## config.mk

```make
export PLATFORM = sky130hd
export DESIGN_NAME = nibbler_sequencer_flat
export DESIGN_NICKNAME = d
export VERILOG_FILES = /design/src/rtl/nibbler_if.sv /design/src/rtl/nibbler_sequencer.sv /design/src/flat_wrapper.sv
export SDC_FILE = /design/constraint.sdc
export NUM_CORES = 1
export LEC_CHECK = 0
export ABC_AREA = 1
export ABC_CLOCK_PERIOD_IN_PS = 1100
export BUFFER_PORTS_ARGS = -buffer_cell sky130_fd_sc_hd__buf_2
export CAP_MARGIN = 20
export CORE_ASPECT_RATIO = 1.1
export CORE_MARGIN = 2
export CORE_UTILIZATION = 40
export CTS_BUF_LIST = sky130_fd_sc_hd__clkbuf_4 sky130_fd_sc_hd__clkbuf_8 sky130_fd_sc_hd__clkbuf_16
export CTS_CLUSTER_DIAMETER = 60
export DETAILED_ROUTE_END_ITERATION = 12
export MAX_ROUTING_LAYER = met4
export PLACE_DENSITY = 0.7
export SKIP_CTS_REPAIR_TIMING = 1
export SLEW_MARGIN = 20
export SYNTH_ARGS = -nofsm -noshare
export SYNTH_HDL_FRONTEND = slang
export SYNTH_SLANG_ARGS = --single-unit
```

## constraint.sdc

```tcl
create_clock -name clk -period 1.1 [get_ports clk]
set_input_delay 0 -clock clk [delete_from_list [all_inputs] [get_ports clk]]
set_output_delay 0 -clock clk [all_outputs]
set_load 0.01 [all_outputs]
```

## src/rtl/nibbler_if.sv

```systemverilog
// nibbler_if: control bundle between the nibbler sequencer and its datapath.
// The sequencer uses the master modport and the datapath uses the slave modport.
// The halt_req, step and halted signals exist only when NIBBLER_STEP_EN is defined.
interface nibbler_if;
    // Datapath -> sequencer
    logic [3:0]  opcode;
    logic        carry;
    logic        zero;
`ifdef NIBBLER_STEP_EN
    logic        halt_req;
    logic        step;
`endif

    // Sequencer -> datapath
    logic        phase;
    logic        ir_we;
    logic        pc_inc;
    logic        pc_ld;
    logic [1:0]  alu_op;
    logic        src_mem;
    logic        a_we;
    logic        flags_we;
    logic        ram_we;
    logic        ram_oe;
    logic        out_we;
    logic        in_oe;
    logic [15:0] instr_count;
`ifdef NIBBLER_STEP_EN
    logic        halted;
`endif

`ifdef NIBBLER_STEP_EN
    modport master (
        input  opcode, carry, zero, halt_req, step,
        output phase, ir_we, pc_inc, pc_ld, alu_op, src_mem, a_we, flags_we,
               ram_we, ram_oe, out_we, in_oe, instr_count, halted
    );

    modport slave (
        output opcode, carry, zero, halt_req, step,
        input  phase, ir_we, pc_inc, pc_ld, alu_op, src_mem, a_we, flags_we,
               ram_we, ram_oe, out_we, in_oe, instr_count, halted
    );
`else
    modport master (
        input  opcode, carry, zero,
        output phase, ir_we, pc_inc, pc_ld, alu_op, src_mem, a_we, flags_we,
               ram_we, ram_oe, out_we, in_oe, instr_count
    );

    modport slave (
        output opcode, carry, zero,
        input  phase, ir_we, pc_inc, pc_ld, alu_op, src_mem, a_we, flags_we,
               ram_we, ram_oe, out_we, in_oe, instr_count
    );
`endif
endinterface

```

## src/rtl/nibbler_sequencer.sv

```systemverilog
// nibbler_sequencer: two-cycle (FETCH then EXEC) control sequencer for a
// 4-bit accumulator CPU. FETCH loads the instruction register and increments
// the PC. EXEC decodes the opcode and flags combinationally into datapath
// strobes. A 16-bit counter tracks retired instructions.
// Optional feature: define NIBBLER_STEP_EN to add the halt_req/step inputs,
// the halted output and a HALT state for single-stepping.
module nibbler_sequencer (
    input  logic      clk,
    input  logic      reset,
    nibbler_if.master bus
);

    typedef enum logic [1:0] {
        ST_IDLE  = 2'd0,
        ST_FETCH = 2'd1,
`ifdef NIBBLER_STEP_EN
        ST_EXEC  = 2'd2,
        ST_HALT  = 2'd3
`else
        ST_EXEC  = 2'd2
`endif
    } state_e;

    typedef enum logic [3:0] {
        OP_JC   = 4'h0,
        OP_JNC  = 4'h1,
        OP_JZ   = 4'h2,
        OP_JNZ  = 4'h3,
        OP_JMP  = 4'h4,
        OP_NOP  = 4'h5,
        OP_OUT  = 4'h6,
        OP_IN   = 4'h7,
        OP_LIT  = 4'h8,
        OP_ADDI = 4'h9,
        OP_CMPI = 4'hA,
        OP_NORI = 4'hB,
        OP_LD   = 4'hC,
        OP_ADDM = 4'hD,
        OP_ST   = 4'hE,
        OP_NORM = 4'hF
    } opcode_e;

    typedef enum logic [1:0] {
        ALU_PASS_B = 2'b00,
        ALU_ADD    = 2'b01,
        ALU_SUB    = 2'b10,
        ALU_NOR    = 2'b11
    } alu_op_e;

    // Strobes that only EXEC can raise.
    typedef struct packed {
        logic    pc_ld;
        alu_op_e alu_op;
        logic    src_mem;
        logic    a_we;
        logic    flags_we;
        logic    ram_we;
        logic    ram_oe;
        logic    out_we;
        logic    in_oe;
    } exec_strobes_t;

    state_e        state_q, state_d;
    logic          phase_q, phase_d;    // high in EXEC
    logic          fetch_q, fetch_d;    // high in FETCH (ir_we and pc_inc)
    logic [15:0]   instr_count_q, instr_count_d;
    exec_strobes_t exec_strb;

`ifdef NIBBLER_STEP_EN
    logic          halted_q, halted_d;
    logic          step_q, step_d;      // step delayed one cycle for edge detection
    logic          step_rise;

    assign step_rise = bus.step & ~step_q;
`endif

    // Next state, retire counter and the state-derived output bits.
    always_comb begin
        // NOTE: every variable written here gets a default first, so no path can leave one unassigned and infer a latch.
        state_d       = ST_IDLE;
        instr_count_d = instr_count_q;

        case (state_q)
            ST_IDLE:  state_d = ST_FETCH;
            ST_FETCH: state_d = ST_EXEC;
            ST_EXEC: begin
                // Leaving EXEC retires the instruction. The 16-bit add wraps from 0xFFFF to 0.
                instr_count_d = instr_count_q + 16'd1;
`ifdef NIBBLER_STEP_EN
                state_d = bus.halt_req ? ST_HALT : ST_FETCH;
`else
                state_d = ST_FETCH;
`endif
            end
`ifdef NIBBLER_STEP_EN
            // Leave HALT when halt_req drops, or run one instruction on a new step press.
            ST_HALT:  state_d = (!bus.halt_req || step_rise) ? ST_FETCH : ST_HALT;
`endif
            default:  state_d = ST_IDLE;    // any corrupted encoding recovers via IDLE
        endcase

        // Register the outputs from the next state so they are glitch-free flop outputs.
        phase_d = (state_d == ST_EXEC);
        fetch_d = (state_d == ST_FETCH);
`ifdef NIBBLER_STEP_EN
        halted_d = (state_d == ST_HALT);
        step_d   = bus.step;
`endif
    end

    // State, counter and registered output flops with synchronous reset.
    always_ff @(posedge clk) begin
        // NOTE: non-blocking assignments make every flop sample the pre-edge value of every other flop.
        if (reset) begin
            state_q       <= ST_IDLE;
            phase_q       <= 1'b0;
            fetch_q       <= 1'b0;
            instr_count_q <= '0;
`ifdef NIBBLER_STEP_EN
            halted_q      <= 1'b0;
            step_q        <= 1'b0;
`endif
        end else begin
            state_q       <= state_d;
            phase_q       <= phase_d;
            fetch_q       <= fetch_d;
            instr_count_q <= instr_count_d;
`ifdef NIBBLER_STEP_EN
            halted_q      <= halted_d;
            step_q        <= step_d;
`endif
        end
    end

    // EXEC strobes decoded from the live opcode and the flags as sampled in this cycle.
    always_comb begin
        exec_strb = '0;
        if (phase_q) begin
            case (opcode_e'(bus.opcode))
                OP_JC:   exec_strb.pc_ld = bus.carry;
                OP_JNC:  exec_strb.pc_ld = ~bus.carry;
                OP_JZ:   exec_strb.pc_ld = bus.zero;
                OP_JNZ:  exec_strb.pc_ld = ~bus.zero;
                OP_JMP:  exec_strb.pc_ld = 1'b1;
                OP_NOP:  ;
                OP_OUT:  exec_strb.out_we = 1'b1;
                OP_IN: begin
                    exec_strb.in_oe = 1'b1;
                    exec_strb.a_we  = 1'b1;
                end
                OP_LIT: begin
                    exec_strb.alu_op = ALU_PASS_B;
                    exec_strb.a_we   = 1'b1;
                end
                OP_ADDI: begin
                    exec_strb.alu_op   = ALU_ADD;
                    exec_strb.a_we     = 1'b1;
                    exec_strb.flags_we = 1'b1;
                end
                OP_CMPI: begin
                    exec_strb.alu_op   = ALU_SUB;
                    exec_strb.flags_we = 1'b1;
                end
                OP_NORI: begin
                    exec_strb.alu_op   = ALU_NOR;
                    exec_strb.a_we     = 1'b1;
                    exec_strb.flags_we = 1'b1;
                end
                OP_LD: begin
                    exec_strb.ram_oe  = 1'b1;
                    exec_strb.src_mem = 1'b1;
                    exec_strb.alu_op  = ALU_PASS_B;
                    exec_strb.a_we    = 1'b1;
                end
                OP_ADDM: begin
                    exec_strb.ram_oe   = 1'b1;
                    exec_strb.src_mem  = 1'b1;
                    exec_strb.alu_op   = ALU_ADD;
                    exec_strb.a_we     = 1'b1;
                    exec_strb.flags_we = 1'b1;
                end
                OP_ST:   exec_strb.ram_we = 1'b1;
                OP_NORM: begin
                    exec_strb.ram_oe   = 1'b1;
                    exec_strb.src_mem  = 1'b1;
                    exec_strb.alu_op   = ALU_NOR;
                    exec_strb.a_we     = 1'b1;
                    exec_strb.flags_we = 1'b1;
                end
            endcase
        end
    end

    assign bus.phase       = phase_q;
    assign bus.ir_we       = fetch_q;
    assign bus.pc_inc      = fetch_q;
    assign bus.pc_ld       = exec_strb.pc_ld;
    assign bus.alu_op      = exec_strb.alu_op;
    assign bus.src_mem     = exec_strb.src_mem;
    assign bus.a_we        = exec_strb.a_we;
    assign bus.flags_we    = exec_strb.flags_we;
    assign bus.ram_we      = exec_strb.ram_we;
    assign bus.ram_oe      = exec_strb.ram_oe;
    assign bus.out_we      = exec_strb.out_we;
    assign bus.in_oe       = exec_strb.in_oe;
    assign bus.instr_count = instr_count_q;
`ifdef NIBBLER_STEP_EN
    assign bus.halted      = halted_q;
`endif

    // The datapath must never see both PC sources or both RAM directions at once.
    a_pc_source_exclusive: assert property (@(posedge clk) !(bus.pc_inc && bus.pc_ld));
    a_ram_dir_exclusive:   assert property (@(posedge clk) !(bus.ram_we && bus.ram_oe));

endmodule

```

## src/flat_wrapper.sv

```systemverilog
// flat-port wrapper written by rule: the top's interface ports become plain ports
module nibbler_sequencer_flat 
  (clk, reset, bus_opcode, bus_carry, bus_zero, bus_phase, bus_ir_we, bus_pc_inc, bus_pc_ld, bus_alu_op, bus_src_mem, bus_a_we, bus_flags_we, bus_ram_we, bus_ram_oe, bus_out_we, bus_in_oe, bus_instr_count);
  nibbler_if bus_i ();
  input  logic clk;
  input  logic reset;
  input wire logic [$bits(bus_i.opcode)-1:0] bus_opcode;
  input wire logic [$bits(bus_i.carry)-1:0] bus_carry;
  input wire logic [$bits(bus_i.zero)-1:0] bus_zero;
  output wire logic [$bits(bus_i.phase)-1:0] bus_phase;
  output wire logic [$bits(bus_i.ir_we)-1:0] bus_ir_we;
  output wire logic [$bits(bus_i.pc_inc)-1:0] bus_pc_inc;
  output wire logic [$bits(bus_i.pc_ld)-1:0] bus_pc_ld;
  output wire logic [$bits(bus_i.alu_op)-1:0] bus_alu_op;
  output wire logic [$bits(bus_i.src_mem)-1:0] bus_src_mem;
  output wire logic [$bits(bus_i.a_we)-1:0] bus_a_we;
  output wire logic [$bits(bus_i.flags_we)-1:0] bus_flags_we;
  output wire logic [$bits(bus_i.ram_we)-1:0] bus_ram_we;
  output wire logic [$bits(bus_i.ram_oe)-1:0] bus_ram_oe;
  output wire logic [$bits(bus_i.out_we)-1:0] bus_out_we;
  output wire logic [$bits(bus_i.in_oe)-1:0] bus_in_oe;
  output wire logic [$bits(bus_i.instr_count)-1:0] bus_instr_count;
  assign bus_i.opcode = bus_opcode;
  assign bus_i.carry = bus_carry;
  assign bus_i.zero = bus_zero;
  assign bus_phase = bus_i.phase;
  assign bus_ir_we = bus_i.ir_we;
  assign bus_pc_inc = bus_i.pc_inc;
  assign bus_pc_ld = bus_i.pc_ld;
  assign bus_alu_op = bus_i.alu_op;
  assign bus_src_mem = bus_i.src_mem;
  assign bus_a_we = bus_i.a_we;
  assign bus_flags_we = bus_i.flags_we;
  assign bus_ram_we = bus_i.ram_we;
  assign bus_ram_oe = bus_i.ram_oe;
  assign bus_out_we = bus_i.out_we;
  assign bus_in_oe = bus_i.in_oe;
  assign bus_instr_count = bus_i.instr_count;
  nibbler_sequencer u_core (.clk(clk), .reset(reset), .bus(bus_i));
endmodule
```

==> reports/metrics.csv, run 1 <==
metric;value;unit
status;complete, but fails checks;
failed_checks;negative setup slack;
syn2layout_area_growth;56.2;%
crit_fanout;5;
min_period;1200;ps
yosys_warnings;0;
dieWidth;53.0;um
antenna_found_initial;0;
worstSetupPathType;reg -> out;
clock_tree.root_cell;clkbuf_4;
syn-num-nets;165;
finalCritPeriodShare;109;%
cts-buffers-inserted;3;
clk-insertion-delay-late;320;ps
final-setup-viol-count;19;
globalRouteOverflowTotal;0;
hold_path.class;in -> reg;
grt_max_degree;12;
register_area;405;um^2
fmax;833;MHz
drive_gt1_share;49.5;%
tns;-997;ps
clockBufferDepth;2;
final_common_cell;buf_2;
track_usage;18.1;%
fin_worst_skew;3.92;ps
p_leak;0.833;nW
drt_iter0_drc;25;
whs;15.6;ps
ys_ff_latch;19;
num_vias;1243;
htreeDepth;1;
design_area;1650;um^2
critical_path_arrival;1200;ps
worstMarginPinSlew;337;ps
cp.depth;4;
total_power;1.25;mW
path_clk_slew;110;ps
endpoint;bus_src_mem;
dieArea;3070;um^2
fill_cells;211;
setup.worst_path.start;u_core.state_q[1];
place_area;1420;um^2
dp_hpwl;2030;um
instances_no_fill;247;
avgSynthCellArea;6.78;um^2
std_cell_rows;19;
grt_pass1_vias;993;
cap_violations;0;
critPathTopFamily;flip-flops;
grt_pass1_wl;4080;um
path_cells;buf_6 -> nand2_8 -> nor3_4 -> buf_2;
multi_input_area;733;um^2
initial_utilization;42.4;%
rr_worst_depth;6;
path_buf_inv;2;
portBuffers;36;
rsz0062_at_grt;true;
endpoint_kind;primary output;
fin_ws;-101;ps
power_density;755;nW/um^2
synth_area;1060;um^2
synth_cells;156;
cts.sinks;19;
diodes;0;
die_h;57.9;um
reg2reg_to;u_core.bus.instr_count[12];
crit-reg2reg-launch;u_core.bus.instr_count[1];
hold_violations;0;
critPathLaunchType;flop;
final_cell_mix;buf_2 (36), nand2_1 (27), buf_4 (21);
dp_cells;234;
critPathMaxStageDelay;380;ps
first_pass_iters;4;
ys_types;27;
antenna_left;0;
relSlewSlack;77.4;%
critPathSlowestCell;dfxtp_4;
reg2reg_slack;-90;ps
ios;37;
ys_seq_area_share;36.0;%
fin_nets;226;
drv_slew;0;
vias_per_cell;5.03;
cts_tree;built;
core;2500;um^2
drc;0;
place_congestion;0.810;
ir_drop;509;uV
cp.required;1100;ps
routed_wl;2790;um
wire_per_inst;11.3;um
## report_power, final
group | internal [mW] | switching [mW]
Clock | 0.136 | 0.242
Sequential | 0.692 | 0.0147
Combinational | 0.0644 | 0.0972
## worst min path at each step
stage                  startpoint           endpoint  slack (ps)  cells past startpoint
CTS                         reset  u_core.state_q[0]          20                      3
floorplan           bus_opcode[2]      bus_alu_op[1]          90                      1
finish                      reset  u_core.state_q[0]          20                      3
global route                reset  u_core.state_q[0]          30                      3
detailed placement  bus_opcode[2]      bus_alu_op[1]         340                      3
global placement    bus_opcode[2]      bus_alu_op[1]         330                      3
## kinds of logic (layout without fill, tap and decap cells)
group / count (synthesis) / in the layout / synth area share [%]
AOI/OAI and AO/OA: 14 / 14 / 7.57
xor gates and xnor gates: 1 / 1 / 0.829
adders and majority gates: 1 / 1 / 1.18
buffers and inverters: 26 / 86 / 10.1
DFF: 19 / 19 / 36.0
and+or+nand+nor: 95 / 95 / 44.4
## stage by stage
stage | setup slack [ps] | util [%]
2_1_floorplan | 9.22 | -
3_3_place_gp | -62.2 | 56.7
3_5_place_dp | -141 | 56.7
4_1_cts | -235 | 57.8
5_1_grt | -180 | 66.2
6_report | -101 | 66.2
## final cells by class
type	count	share of cell area (%)
Timing Repair Buffer	59	21.8
Inverter	23	5.23
Tap cell	31	2.35
Multi-Input combinational cell	111	44.4
Clock buffer	3	1.36
Sequential cell	19	24.5
Clock inverter	1	0.303
## synth_stat cells
library cell  count  area, um^2
nor3b_2           1        12.5
buf_4             2        15.0
inv_1            20        75.1
clkinv_1          2        7.51
nor2_2            4        25.0
nand3_1          10        50.1
buf_2             1        5.00
nand2_2           2        12.5
o21ai_0           2        10.0
o211ai_1          2        15.0
inv_2             1        3.75
and2_1            1        6.26
nor3_1            9        45.0
nand2_1          32         120
a21oi_1           8        40.0
nor3b_1           2        15.0
nor2_8            1        20.0
dfxtp_1          19         380
nand3_2           1        10.0
a21o_1            1        7.51
a211oi_1          1        7.51
nand4_1           4        25.0
ha_1              1        12.5
nor2_1           25        93.8
nor2_4            2        22.5
nand2_4           1        11.3
xor2_1            1        8.76
## state kept, by name, summed over array words and instances (netlist names)
name	flops
u_core.bus.instr_count	16
u_core.state_q	2
u_core.bus.ir_we	1
## worst register-to-register path, cell delays in order, from the launching register on
cell,delay (ps)
dfxtp_4,400
ha_4,170
nand3_4,110
nor2_4,190
nand4_1,100
nand2_1,90
nor2_2,40
## layer usage
metal  up-vias  share of wire (%)  track usage [%]
met5         -                  0                -
met4         0                2.2             7.69
met3         5                5.1             1.55
met2        43                 51             32.7
met1       577                 42             19.8
li1        618                  -                -
(Power assumes the default switching activity.)
==> inputs of run 2 (changes only) <==
--- a/config.mk
+++ b/config.mk
@@ -8,13 +8,13 @@
 export ABC_AREA = 1
 export ABC_CLOCK_PERIOD_IN_PS = 1100
 export BUFFER_PORTS_ARGS = -buffer_cell sky130_fd_sc_hd__buf_2
-export CAP_MARGIN = 20
 export CORE_ASPECT_RATIO = 1.1
 export CORE_MARGIN = 2
 export CORE_UTILIZATION = 40
 export CTS_BUF_LIST = sky130_fd_sc_hd__clkbuf_4 sky130_fd_sc_hd__clkbuf_8 sky130_fd_sc_hd__clkbuf_16
 export CTS_CLUSTER_DIAMETER = 60
 export DETAILED_ROUTE_END_ITERATION = 12
+export HOLD_SLACK_MARGIN = 0.12
 export MAX_ROUTING_LAYER = met4
 export PLACE_DENSITY = 0.7
 export SKIP_CTS_REPAIR_TIMING = 1
==> reports/metrics.csv, run 2 (synthesis results as in run 1) <==
metric;value;unit;change
design_area;1660;um^2;+0.61%
num_vias;1228;;-1.2%
total_power;1.25;mW;+0.31%
sequentialPowerShare;56.5;%;-0.2 points
fmax;831;MHz;-0.14%
whs;346;ps;+330 ps
power_density;753;nW/um^2;-0.29%
reg2reg_slack;-80;ps;about the same
cts_tree;built;;
switchingPower;355;uW;+0.44%
wire_per_inst;11.4;um;+0.81%
p_comb_share;13.2;%;+0.2 points
grt_pass1_vias;993;;unchanged
grt_pass1_wl;4080;um;unchanged
p_leak;0.837;nW;+0.50%
status;complete, but fails checks;;
cp.required;1100;ps;about the same
clock_tree.root_cell;clkbuf_4;;
endpoint_kind;primary output;;
path_clk_slew;110;ps;about the same
drv_slew;0;;unchanged
final-setup-viol-count;18;;-1
die_h;57.9;um;unchanged
diodes;0;;unchanged
drc;0;;unchanged
cts.sinks;19;;unchanged
relSlewSlack;77.4;%;about the same
rr_worst_depth;6;;unchanged
fin_worst_skew;3.26;ps;-0.666 ps
crit_fanout;5;;unchanged
finalCritPeriodShare;109;%;+0.16 points
track_usage;18.1;%;unchanged
routed_wl;2830;um;+1.2%
dieWidth;53.0;um;unchanged
antenna_left;0;;unchanged
drive_gt1_share;49.3;%;-0.23 points
cap_violations;0;;unchanged
fin_nets;227;;+0.44%
ir_drop;511;uV;+0.42%
htreeDepth;1;;unchanged
hold_path.class;in -> out;;
fin_ws;-103;ps;-1.72 ps
globalRouteOverflowTotal;0;;unchanged
dp_hpwl;2030;um;unchanged
final_common_cell;buf_2;;
vias_per_cell;4.95;;-1.6%
cts-buffers-inserted;3;;unchanged
ios;37;;unchanged
place_congestion;0.810;;unchanged
antenna_found_initial;0;;unchanged
portBuffers;36;;unchanged
failed_checks;negative setup slack;;
crit-reg2reg-launch;u_core.bus.instr_count[1];;
rsz0062_at_grt;true;;
syn2layout_area_growth;57.2;%;
critPathLaunchType;flop;;
setup.worst_path.start;u_core.state_q[1];;
hold_depth;3;;unchanged
drt_iter0_drc;33;;+32%
post-route-util;66.6;%;+0.40 points
largest_reg_flops;16;;unchanged
first_pass_iters;5;;+1
pwr-share-clk;30.3;%;about the same
p_sw_share;28.4;%;+0.035 points
grt_max_degree;12;;unchanged
final_cell_mix;buf_2 (36), nand2_1 (27), buf_4 (21);;
intPower;896;uW;+0.26%
worstMarginPinSlew;338;ps;+0.599 ps
clockBufferDepth;2;;unchanged
hold_start;bus_opcode[2];;
hold_violations;0;;unchanged
core;2500;um^2;unchanged
dieArea;3070;um^2;unchanged
clk-insertion-delay-late;320;ps;about the same
place_area;1420;um^2;unchanged
std_cell_rows;19;;unchanged
initial_utilization;42.4;%;unchanged
min_period;1200;ps;+1.72 ps
critical_path_arrival;1200;ps;about the same
worstSetupPathType;reg -> out;;
-- run 2: power by group through the flow --
stage | sequential (mW) | clock [mW] | combinational [mW]
after floorplan | 0.734 | 0 | 0.0746
after detailed placement | 0.730 | 0 | 0.133
after CTS | 0.714 | 0.379 | 0.134
final | 0.707 | 0.379 | 0.165
after global placement | 0.728 | 0 | 0.129
after global routing | 0.710 | 0.408 | 0.180
-- run 2: cell type report --
type / instances / area [um^2]
fill: 210 / 835
tap: 31 / 38.8
timing repair buffer: 60 / 370
clock buffer: 3 / 22.5
inverter: 23 / 86.3
multi-input combinational: 111 / 733
clock inverter: 1 / 5.00
sequential: 19 / 405
-- run 2: per-layer routing --
metal / part of all wire (%) / track usage, %
met5: 0 / -
met3: 5.3 / 1.55
met1: 42 / 19.8
met2: 51 / 32.7
met4: 2.4 / 7.69
-- run 2: final timing paths --
| kind | to |
|---|---|
| setup reg to reg | u_core.bus.instr_count[12] |
| setup / recovery | bus_src_mem |
| hold reg to reg | u_core.state_q[0] |
| hold / removal | bus_alu_op[1] |
-- run 2: critical path, stage by stage (launching register included) --
cell and delay [ps]:
dfxtp_4 380, buf_6 120, nand2_8 60, nor3_4 180, buf_2 150
-- run 2: per-stage QoR --
| step | worst slack (ps) | TNS [ps] | std cells |
|---|---|---|---|
| after floorplan | 9.22 | 0 | 156 |
| after global placement | -62.2 | -120 | 234 |
| after detailed placement | -141 | -411 | 234 |
| after CTS | -235 | -2120 | 238 |
| after global routing | -180 | -2440 | 248 |
| final | -103 | -982 | 248 |
==> inputs of run 3 (changes only) <==
--- a/config.mk
+++ b/config.mk
@@ -5,18 +5,16 @@
 export SDC_FILE = /design/constraint.sdc
 export NUM_CORES = 1
 export LEC_CHECK = 0
-export ABC_AREA = 1
 export ABC_CLOCK_PERIOD_IN_PS = 1100
 export BUFFER_PORTS_ARGS = -buffer_cell sky130_fd_sc_hd__buf_2
 export CORE_ASPECT_RATIO = 1.1
-export CORE_MARGIN = 2
 export CORE_UTILIZATION = 40
 export CTS_BUF_LIST = sky130_fd_sc_hd__clkbuf_4 sky130_fd_sc_hd__clkbuf_8 sky130_fd_sc_hd__clkbuf_16
 export CTS_CLUSTER_DIAMETER = 60
 export DETAILED_ROUTE_END_ITERATION = 12
 export HOLD_SLACK_MARGIN = 0.12
 export MAX_ROUTING_LAYER = met4
-export PLACE_DENSITY = 0.7
+export PLACE_DENSITY = 0.71
 export SKIP_CTS_REPAIR_TIMING = 1
 export SLEW_MARGIN = 20
 export SYNTH_ARGS = -nofsm -noshare
==> reports/metrics.csv, run 3 <==
metric;value;unit;change
clockBufferDepth;2;;unchanged
critPathLaunchType;flop;;
cts-buffers-inserted;3;;unchanged
cts.sinks;19;;unchanged
dp_hpwl;1870;um;-8.1%
final_cell_mix;buf_2 (33), buf_4 (28), nor2_1 (20);;
std_cell_rows;18;;-1
hold_path.class;in -> out;;
failed_checks;negative setup slack;;
synthXorXnorAreaFrac;10.1;%;+9.3 points
yosys_warnings;0;;unchanged
vias_per_cell;5.02;;+1.4%
fmax;707;MHz;-15%
endpoint_kind;flop;;
yosys.area_share.simple;33.4;%;-11 points
portBuffers;36;;unchanged
fill_cells;166;;-21%
power_density;743;nW/um^2;-1.3%
fin_ws;-315;ps;-212 ps
tns;-3590;ps;-2610 ps
register_area;423;um^2;+4.3%
relSlewSlack;75.7;%;-1.6 points
core;2250;um^2;-9.8%
post-route-util;75.3;%;+8.8 points
final_common_cell;buf_2;;
cts_tree;built;;
wire_per_inst;13.7;um;+20%
htreeDepth;1;;unchanged
p_leak;0.813;nW;-2.8%
drive_gt1_share;64.0;%;+15 points
drc;0;;unchanged
dp_cells;206;;-12%
grt_pass1_wl;3970;um;-2.7%
fin_nets;196;;-14%
async_flop_share;0;%;unchanged
synth_compound_area_share;8.12;%;+0.54 points
largest_reg_flops;16;;unchanged
drt_iter0_drc;8;;-76%
critical_path_arrival;1670;ps;+470 ps
ys_ff_latch;19;;unchanged
avgSynthCellArea;8.17;um^2;+21%
place_congestion;0.815;;+0.62%
synth.most_common_cell;nor2_1;;
cp.required;1360;ps;+260 ps
num_vias;1084;;-12%
first_pass_iters;4;;-1
grt_pass1_vias;942;;-5.1%
ys_types;32;;+19%
ys_top_cells_by_count;nor2_1 (25), dfxtp_1 (19), nand2_1 (9);;
fin_worst_skew;6.58;ps;+3.32 ps
pwr-share-clk;31.6;%;+1.3 points
synth-edff-count;0;;unchanged
final-setup-viol-count;24;;+6
worstMarginPinSlew;360;ps;+22.1 ps
grt_max_degree;14;;+2
antenna_left;0;;unchanged
design_area;1700;um^2;+2.1%
switchingPower;335;uW;-5.8%
dieWidth;48.6;um;-8.3%
status;complete, but fails checks;;
synth_mux_area_share;3.40;%;+3.4 points
initial_utilization;42.4;%;+0.089 points
yosys.area.top_type;dfxtp_1;;
synth_fa_ha_area_share;1.31;%;+0.13 points
multi_input_area;719;um^2;-1.9%
clock_tree.root_cell;clkbuf_4;;
syn2layout_area_growth;77.5;%;
worstSetupPathType;reg -> reg;;
routed_wl;2950;um;+4.4%
place_area;1430;um^2;+0.97%
ir_drop;701;uV;+37%
diodes;0;;unchanged
synthTopCellsByArea;dfxtp_1 (40%), nor2_1 (9.8%), xor2_1 (6.4%), xnor2_1 (3.7%), nand2_1 (3.5%);;
synth_top_family_by_area;simple AND/OR/NAND/NOR gates;;
die_h;53.3;um;-8.0%
globalRouteOverflowTotal;0;;unchanged
crit_fanout;3;;-2
cap_violations;0;;unchanged
yosys.area.top_type_share;39.8;%;+3.8 points
clk-insertion-delay-late;320;ps;about the same
dieArea;2590;um^2;-16%
hold_violations;0;;unchanged
synth-main-ff-cell;dfxtp_1;;
path_clk_slew;110;ps;about the same
syn-num-nets;126;;-24%
instances_no_fill;216;;-13%
ios;37;;unchanged
rsz0062_at_grt;true;;
track_usage;21.1;%;+3.0 points
min_period;1420;ps;+212 ps
p_sw_share;26.5;%;-1.8 points
whs;355;ps;+9.03 ps
intPower;926;uW;+3.4%
p_comb_share;14.0;%;+0.8 points
synth_area;956;um^2;-9.6%
finalCritPeriodShare;129;%;+19 points
sequentialPowerShare;54.4;%;-2.1 points
ys_seq_area_share;39.8;%;+3.8 points
synth_cells;117;;-25%
drv_slew;0;;unchanged
antenna_found_initial;0;;unchanged
## run 3: cell count changes in the layout (fill, tap and decap cells not counted), moves of 4 or more
cell	delta
a21oi_1	-4
buf_4	+7
buf_6	+6
dfxtp_1	-4
dfxtp_4	+5
inv_1	-15
nand2_1	-21
nor3_1	-7
xor2_1	+6
## run 3: area by class of cell
cell class / instances / area share (%)
Tap cell: 30 / 2.21
Multi-Input combinational cell: 90 / 42.4
Sequential cell: 19 / 24.9
Clock buffer: 4 / 1.77
Inverter: 3 / 0.664
Timing Repair Buffer: 70 / 28.0
## run 3: critical path, stage by stage, from the launching register on
cell,delay [ps]
dfxtp_2,350
and4b_2,310
nand2_4,60
or4_4,490
a21oi_2,160
## run 3: worst paths after layout
check | start | end | slack, ps | cells after the start
worst min-delay path | bus_opcode[2] | bus_out_we | 350 | 4
worst max register to register | u_core.state_q[0] | u_core.bus.instr_count[14] | -320 | 4
worst max-delay path | u_core.state_q[0] | u_core.bus.instr_count[14] | -320 | 4
worst min register to register | u_core.bus.instr_count[12] | u_core.bus.instr_count[12] | 530 | 2
## run 3: per-layer routing
metal | wire length (um) | GRT usage (%) | up-vias
li1 | - | - | 540
met1 | 1180 | 23.7 | 506
met2 | 1610 | 36.3 | 31
met3 | 88 | 3.74 | 7
met4 | 69 | 10.8 | 0
met5 | 0 | - | -
## run 3: cells by family (layout without fill, tap and decap cells)
| group | Yosys count | in the layout |
|---|---|---|
| DFF | 19 | 19 |
| muxes | 3 | 3 |
| adders and majority gates | 1 | 1 |
| xor gates and xnor gates | 11 | 11 |
| buffers and inverters | 8 | 77 |
| AOI/OAI and AO/OA | 12 | 12 |
| and+or+nand+nor | 63 | 63 |
## run 3: per-stage QoR
stage / worst slack, ps / total power, mW
floorplan: -257 / 0.769
global placement: -207 / 0.820
detailed placement: -295 / 0.826
CTS: -318 / 1.22
global route: -380 / 1.33
finish: -315 / 1.26
## run 3: power by group through the flow
stage,clock (mW),sequential [mW],combinational (mW)
after floorplan,0,0.708,0.0619
after global placement,0,0.700,0.120
after detailed placement,0,0.700,0.126
after CTS,0.413,0.685,0.126
after global routing,0.447,0.687,0.192
final,0.399,0.685,0.176
